<file path="config.mk">
export PLATFORM = sky130hd
export DESIGN_NAME = bitmap_index_serializer
export DESIGN_NICKNAME = d
export VERILOG_FILES = /design/src/rtl/enc_pkg.sv /design/src/rtl/lsb_priority_encoder.sv /design/src/rtl/bitmap_index_serializer.sv
export SDC_FILE = /design/constraint.sdc
export NUM_CORES = 1
export LEC_CHECK = 0
export ABC_AREA = 1
export BUFFER_PORTS_ARGS = -buffer_cell sky130_fd_sc_hd__buf_4
export CAP_MARGIN = 20
export CORE_MARGIN = 2
export CORE_UTILIZATION = 58
export CTS_BUF_LIST = sky130_fd_sc_hd__clkbuf_8
export CTS_CLUSTER_DIAMETER = 120
export DETAILED_ROUTE_END_ITERATION = 10
export GPL_TIMING_DRIVEN = 0
export PLACE_DENSITY = 0.92
export SLEW_MARGIN = 20
export SYNTH_ARGS = -nofsm -noshare
export SYNTH_HDL_FRONTEND = slang
export SYNTH_HIERARCHICAL = 1
export SYNTH_SLANG_ARGS = --single-unit
export TNS_END_PERCENT = 50
</file>
<file path="constraint.sdc">
create_clock -name clk_i -period 5.2 [get_ports clk_i]
set_input_delay 0.78 -clock clk_i [delete_from_list [all_inputs] [get_ports clk_i]]
set_output_delay 0.78 -clock clk_i [all_outputs]
set_load 0.02 [all_outputs]
</file>
<file path="src/rtl/enc_pkg.sv">
// Shared types for the bitmap index serializer: FSM state encoding and selection-mode constants.
package enc_pkg;

    typedef enum logic {
        IDLE,
        DRAIN
    } bis_state_e;

    localparam int BIS_MODE_FIXED = 0;
    localparam int BIS_MODE_RR    = 1;

endpackage

</file>
<file path="src/rtl/lsb_priority_encoder.sv">
// Combinational priority encoder: reports the index of the lowest set bit of mask_i and whether any bit is set.
module lsb_priority_encoder #(
    parameter int NUM_WIRE = 16
) (
    input  logic [NUM_WIRE-1:0]         mask_i,
    output logic [$clog2(NUM_WIRE)-1:0] index_o,
    output logic                        found_o
);

    localparam int IW = $clog2(NUM_WIRE);

    // Scan from the top down so the lowest set bit is the last one written.
    always_comb begin
        index_o = '0;
        found_o = 1'b0;
        for (int i = NUM_WIRE - 1; i >= 0; i--) begin
            if (mask_i[i]) begin
                index_o = IW'(i);
                found_o = 1'b1;
            end
        end
    end

endmodule

</file>
<file path="src/rtl/bitmap_index_serializer.sv">
// Accepts a multi-hot bitmap and emits the index of each set bit, one per valid/ready handshake,
// lowest-first (MODE 0) or round-robin from the last emitted index + 1 (MODE 1).
module bitmap_index_serializer
    import enc_pkg::*;
#(
    parameter int NUM_WIRE = 16,
    parameter int MODE     = BIS_MODE_FIXED
) (
    input  logic                        clk_i,
    input  logic                        rst_i,
    input  logic [NUM_WIRE-1:0]         wire_in,
    input  logic                        wire_valid_i,
    output logic                        wire_ready_o,
    output logic [$clog2(NUM_WIRE)-1:0] index_o,
    output logic                        index_valid_o,
    input  logic                        index_ready_i,
    output logic                        last_o,
    output logic [$clog2(NUM_WIRE):0]   count_o
);

    localparam int IW = $clog2(NUM_WIRE);
    localparam logic [IW:0]         NW  = (IW + 1)'(NUM_WIRE);
    localparam logic [NUM_WIRE-1:0] ONE = NUM_WIRE'(1);

    // Valid/ready: a transfer happens on any rising edge where both valid and ready are high;
    // a raised valid is never withdrawn and its payload never changes until that transfer.

    bis_state_e          state_q, state_d;
    logic [NUM_WIRE-1:0] mask_q, mask_d;
    logic [IW-1:0]       ptr_q, ptr_d;

    logic [NUM_WIRE-1:0] rot_mask, enc_mask;
    logic [IW-1:0]       enc_idx, sel_idx;
    logic                enc_found;
    logic [IW:0]         idx_sum, idx_inc, pop_cnt;
    logic                drain, idx_fire, load_fire;

    function automatic logic [IW:0] popcount(input logic [NUM_WIRE-1:0] v);
        logic [IW:0] c;
        c = '0;
        for (int i = 0; i < NUM_WIRE; i++) begin
            c = c + (IW + 1)'(v[i]);
        end
        return c;
    endfunction

    // Round-robin: rotate so that bit ptr lands at position 0, encode, then undo the rotation.
    always_comb begin
        rot_mask = NUM_WIRE'({mask_q, mask_q} >> ptr_q);
        enc_mask = (MODE == BIS_MODE_RR) ? rot_mask : mask_q;
    end

    lsb_priority_encoder #(
        .NUM_WIRE(NUM_WIRE)
    ) u_lsb_enc (
        .mask_i (enc_mask),
        .index_o(enc_idx),
        .found_o(enc_found)
    );

    always_comb begin
        idx_sum = {1'b0, enc_idx} + {1'b0, ptr_q};
        if (MODE == BIS_MODE_RR) begin
            sel_idx = (idx_sum >= NW) ? IW'(idx_sum - NW) : idx_sum[IW-1:0];
        end else begin
            sel_idx = enc_idx;
        end
        pop_cnt = popcount(mask_q);
    end

    always_comb begin
        drain         = (state_q == DRAIN);
        index_valid_o = drain && enc_found;
        index_o       = drain ? sel_idx : '0;
        count_o       = pop_cnt;
        last_o        = drain && (pop_cnt == (IW + 1)'(1));
        idx_fire      = index_valid_o && index_ready_i;
        wire_ready_o  = !drain || (index_valid_o && last_o && index_ready_i);
        load_fire     = wire_valid_i && wire_ready_o;
        idx_inc       = {1'b0, index_o} + (IW + 1)'(1);
    end

    always_comb begin
        state_d = state_q;
        mask_d  = mask_q;
        ptr_d   = ptr_q;
        if (idx_fire) begin
            mask_d = mask_q & ~(ONE << index_o);
            if (MODE == BIS_MODE_RR) begin
                ptr_d = (idx_inc == NW) ? '0 : idx_inc[IW-1:0];
            end
            if (last_o) begin
                state_d = IDLE;
            end
        end
        // A load in the same cycle as the final index handshake overrides the clear above.
        if (load_fire) begin
            mask_d  = wire_in;
            state_d = (wire_in != '0) ? DRAIN : IDLE;
        end
    end

    always_ff @(posedge clk_i) begin
        if (rst_i) begin
            state_q <= IDLE;
            mask_q  <= '0;
            ptr_q   <= '0;
        end else begin
            state_q <= state_d;
            mask_q  <= mask_d;
            ptr_q   <= ptr_d;
        end
    end

endmodule

</file>
==> out/results.tsv <==
stage	metric	value	unit
die	Initial Util	0.600	
final_layout	Layout area overhead	23.8	%
clock_tree	CTS root buf	clkbuf_8	
sta	setup tns final	0	ns
sta	Max Clock Skew	0.00499	ns
grt	Tot GR Track Use	0.258	
logic_synthesis	Post-synth top cells	78 x nand2_1, 71 x inv_1, 49 x nand3_1, 17 x dfxtp_1, 10 x fa_1	
placement	Placed Area	2100	um^2
logic_synthesis	Cell variety after synth	28	
critical_path	worst reg2reg startpoint	enc_mask[9]$_SDFFE_PP0P_	
grt	vias in the first global route	1645	
logic_synthesis	YS warnings	6	
sta	Hold Vio Cnt, Final	0	
clock_tree	clock sink count	17	
logic_synthesis	ys flop type	dfxtp_1	
logic_synthesis	post-synthesis sequential area ratio	0.187	
min_path	WHS Endpoint	enc_mask[11]$_SDFFE_PP0P_	
placement	DP Cell Count	367	
logic_synthesis	post-synth top area cell	dfxtp_1	
clock_tree	clock-pin slew on the worst setup and hold paths	0.07	ns
placement	port bufs	30	
critical_path	CP Capture Type	output pin	
pwr	Max VDD drop	0.187	mV
critical_path	crit path kind	register to output pin	
logic_synthesis	FF+latch count, synth	17	
critical_path	Worst EP arrival	4.26	ns
critical_path	RR Endpoint	enc_mask[2]$_SDFFE_PP0P_	
detailed_routing	Starting DRT DRC Count	135	
final_layout	Final Cell Area	2250	um^2
placement	Final Wtd Congestion	0.888	
detailed_routing	WL/cell	12.3	um
min_path	Worst Hold Depth	4	
sta	min Tclk post-route	5.04	ns
detailed_routing	Via Count	1990	
logic_synthesis	Adder-Cell Fraction of Synth Area	0.145	
detailed_routing	first-pass detailed-route iteration total	5	
die	die width	60.0	um
final_layout	Final Net Count	372	
critical_path	startpoint types	register	
sta	fin crit share	0.969	
logic_synthesis	most common cell in the netlist	nand2_1	
logic_synthesis	Synth top area share	0.187	
critical_path	flop-to-flop setup slack	0.66	ns
critical_path	R2R cell count	21	
grt	initial antenna violation count	0	
detailed_routing	Routed Antenna Nets	0	
logic_synthesis	dominant cells by area after synthesis	dfxtp_1 19%, nand2_1 16%, inv_1 15%	
min_path	HP Class	register to register	
clock_tree	H-tree depth	1	
logic_synthesis	FFs w/ async S/R, synth	0	
sta	Final setup viols	0	
final_layout	layout cell share with drive strength beyond 1	0.217	
logic_synthesis	mapped cell area	1820	um^2
logic_synthesis	post-synthesis mux area share	0	
logic_synthesis	largest family of logic cells by synthesized area	simple AND/OR/NAND/NOR gates	
detailed_routing	Vias/cell	5.24	
clock_tree	clock latency on the worst-skew pair	0.26	ns
detailed_routing	total routed wirelength	4660	um
logic_synthesis	syn_area_per_cell	6.20	um^2
clock_tree	Max Root-Sink Buffers	2	
critical_path	Critical Path RT	4.42	ns
logic_synthesis	Compound-Gate Fraction of Synth Area	0.0709	
logic_synthesis	EDFF count, synth	0	
grt	GR Overflow Total	0	
clock_tree	total CTS buffers	3	
final_layout	Finished Layout Cells	380	
detailed_routing	# DRC	0	
clock_tree	TritonCTS clock tree	built	
final_layout	n_diodes	0	
logic_synthesis	simple logic cell fraction of the synthesized area	0.407	
die	Core Footprint	3030	um^2
min_path	critical hold path startpoint	enc_mask[11]$_SDFFE_PP0P_	
die	num rows	20	
sta	Max-slew headroom	0.728	
die	IO Count	32	
logic_synthesis	Synthesized Nets	328	
pwr	Pleak	0.00125	uW
sta	Max Slew Vio Count	0	
grt	largest net degree at the start of global routing	20	
run_status	status	completed	
flow_run	max cap viols	0	
placement	DPL Wire Length	3570	um
logic_synthesis	post-synthesis xor/xnor area fraction	0	
logic_synthesis	Synth Instances	293	
die	die area	3600	um^2
grt	first-pass GRT wire length	7010	um
die	Die Span Y	60.0	um
sta	Slew @ Worst Pin	0.405	ns
critical_path	crit-path max FO	5	
sta	fmax	0.198	GHz
pwr	P per Cell Area	303	nW/um^2
final_layout	# fillers	257	
==> worst max-delay path by stage <==
stage / end / start / slack, ns
CTS: wire_ready_o / enc_mask[7]$_SDFFE_PP0P_ / 0.06
finish: wire_ready_o / enc_mask[9]$_SDFFE_PP0P_ / 0.16
detailed placement: wire_ready_o / enc_mask[0]$_SDFFE_PP0P_ / 0.17
floorplan: last_o / enc_mask[0]$_SDFFE_PP0P_ / 0.35
global placement: wire_ready_o / enc_mask[0]$_SDFFE_PP0P_ / 0.24
global route: wire_ready_o / enc_mask[9]$_SDFFE_PP0P_ / -0.003
==> power breakdown <==
part | total [uW] | internal (uW) | leakage [uW] | switching, uW
Combinational | 423 | 177 | 0.00108 | 246
Sequential | 154 | 141 | 0.000143 | 13.0
Clock | 105 | 53.4 | 0.0000255 | 51.2
Total | 682 | 372 | 0.00125 | 310
==> cells by family after synthesis <==
group / count (synthesis)
simple gates: 158
compound gates: 16
flops: 17
buf+inv: 87
fa+ha+maj: 15
==> layer usage <==
layer / up-vias / track usage / share of wire / wire (um)
li1: 1002 / - / - / -
met1: 885 / 0.320 / 0.41 / 1930
met2: 88 / 0.458 / 0.49 / 2260
met3: 15 / 0.0216 / 0.075 / 348
met4: 0 / 0.0984 / 0.026 / 120
met5: - / 0 / 0 / 0
==> final cells by class <==
| cell class | instances | area [um^2] | area share |
|---|---|---|---|
| multi-input cells | 190 | 1160 | 0.518 |
| flip-flops and latches | 17 | 353 | 0.157 |
| inverters | 79 | 297 | 0.132 |
| repair buffers | 39 | 293 | 0.130 |
| well taps | 44 | 55.1 | 0.0245 |
| clock buffers | 3 | 41.3 | 0.0184 |
| plain buffers | 7 | 41.3 | 0.0184 |
| clock inverters | 1 | 5.00 | 0.00223 |
==> flip-flops by register name, indices dropped and copies added, names as in the netlist <==
register,cells
drain,1
enc_mask,16
==> cell usage in the layout, fill, tap and decap left out, types with 4 or more instances in the layout <==
cell type,synthesis,final
nand2_1,78,78
inv_1,71,71
nand3_1,49,49
buf_4,2,40
dfxtp_1,17,11
fa_1,10,10
nor2_1,8,8
a311oi_1,8,8
inv_2,7,7
nor4_1,6,6
ha_1,5,5
nor3_1,4,4
dfxtp_2,0,4
==> critical path, cell delays in order (launching register included) <==
cell and delay, ns:
dfxtp_4 0.37, inv_1 0.06, fa_1 0.59, fa_1 0.46
fa_1 0.53, fa_1 0.41, inv_1 0.06, ha_1 0.16
inv_1 0.05, fa_1 0.50, nand2_1 0.05, nand3b_2 0.23
nor2_4 0.14, nand3_4 0.11, nand2_8 0.11, buf_4 0.14
==> through the flow <==
step                setup WS [ns]  power, uW   util  hold slack [ns]
finish                      0.159        682  0.743            0.582
global route             -0.00276        738  0.743            0.613
CTS                        0.0643        645  0.707            0.580
detailed placement          0.175        545  0.693            0.582
global placement            0.239        531  0.693            0.573
floorplan                   0.354        432      -            0.541
==> repair_timing <==
| action | 4_1_cts | 5_1_grt |
|---|---|---|
| pin swaps | 0 | 4 |
| setup buffers | 0 | 9 |
| setup endpoints to repair | 1 | 1 |
| hold buffers | 0 | 0 |
| endpoints found under the hold margin | 0 | 0 |
| cloned | 0 | 1 |
| resized for setup | 4 | 7 |
Note: power is estimated with default switching activity, not from simulation.
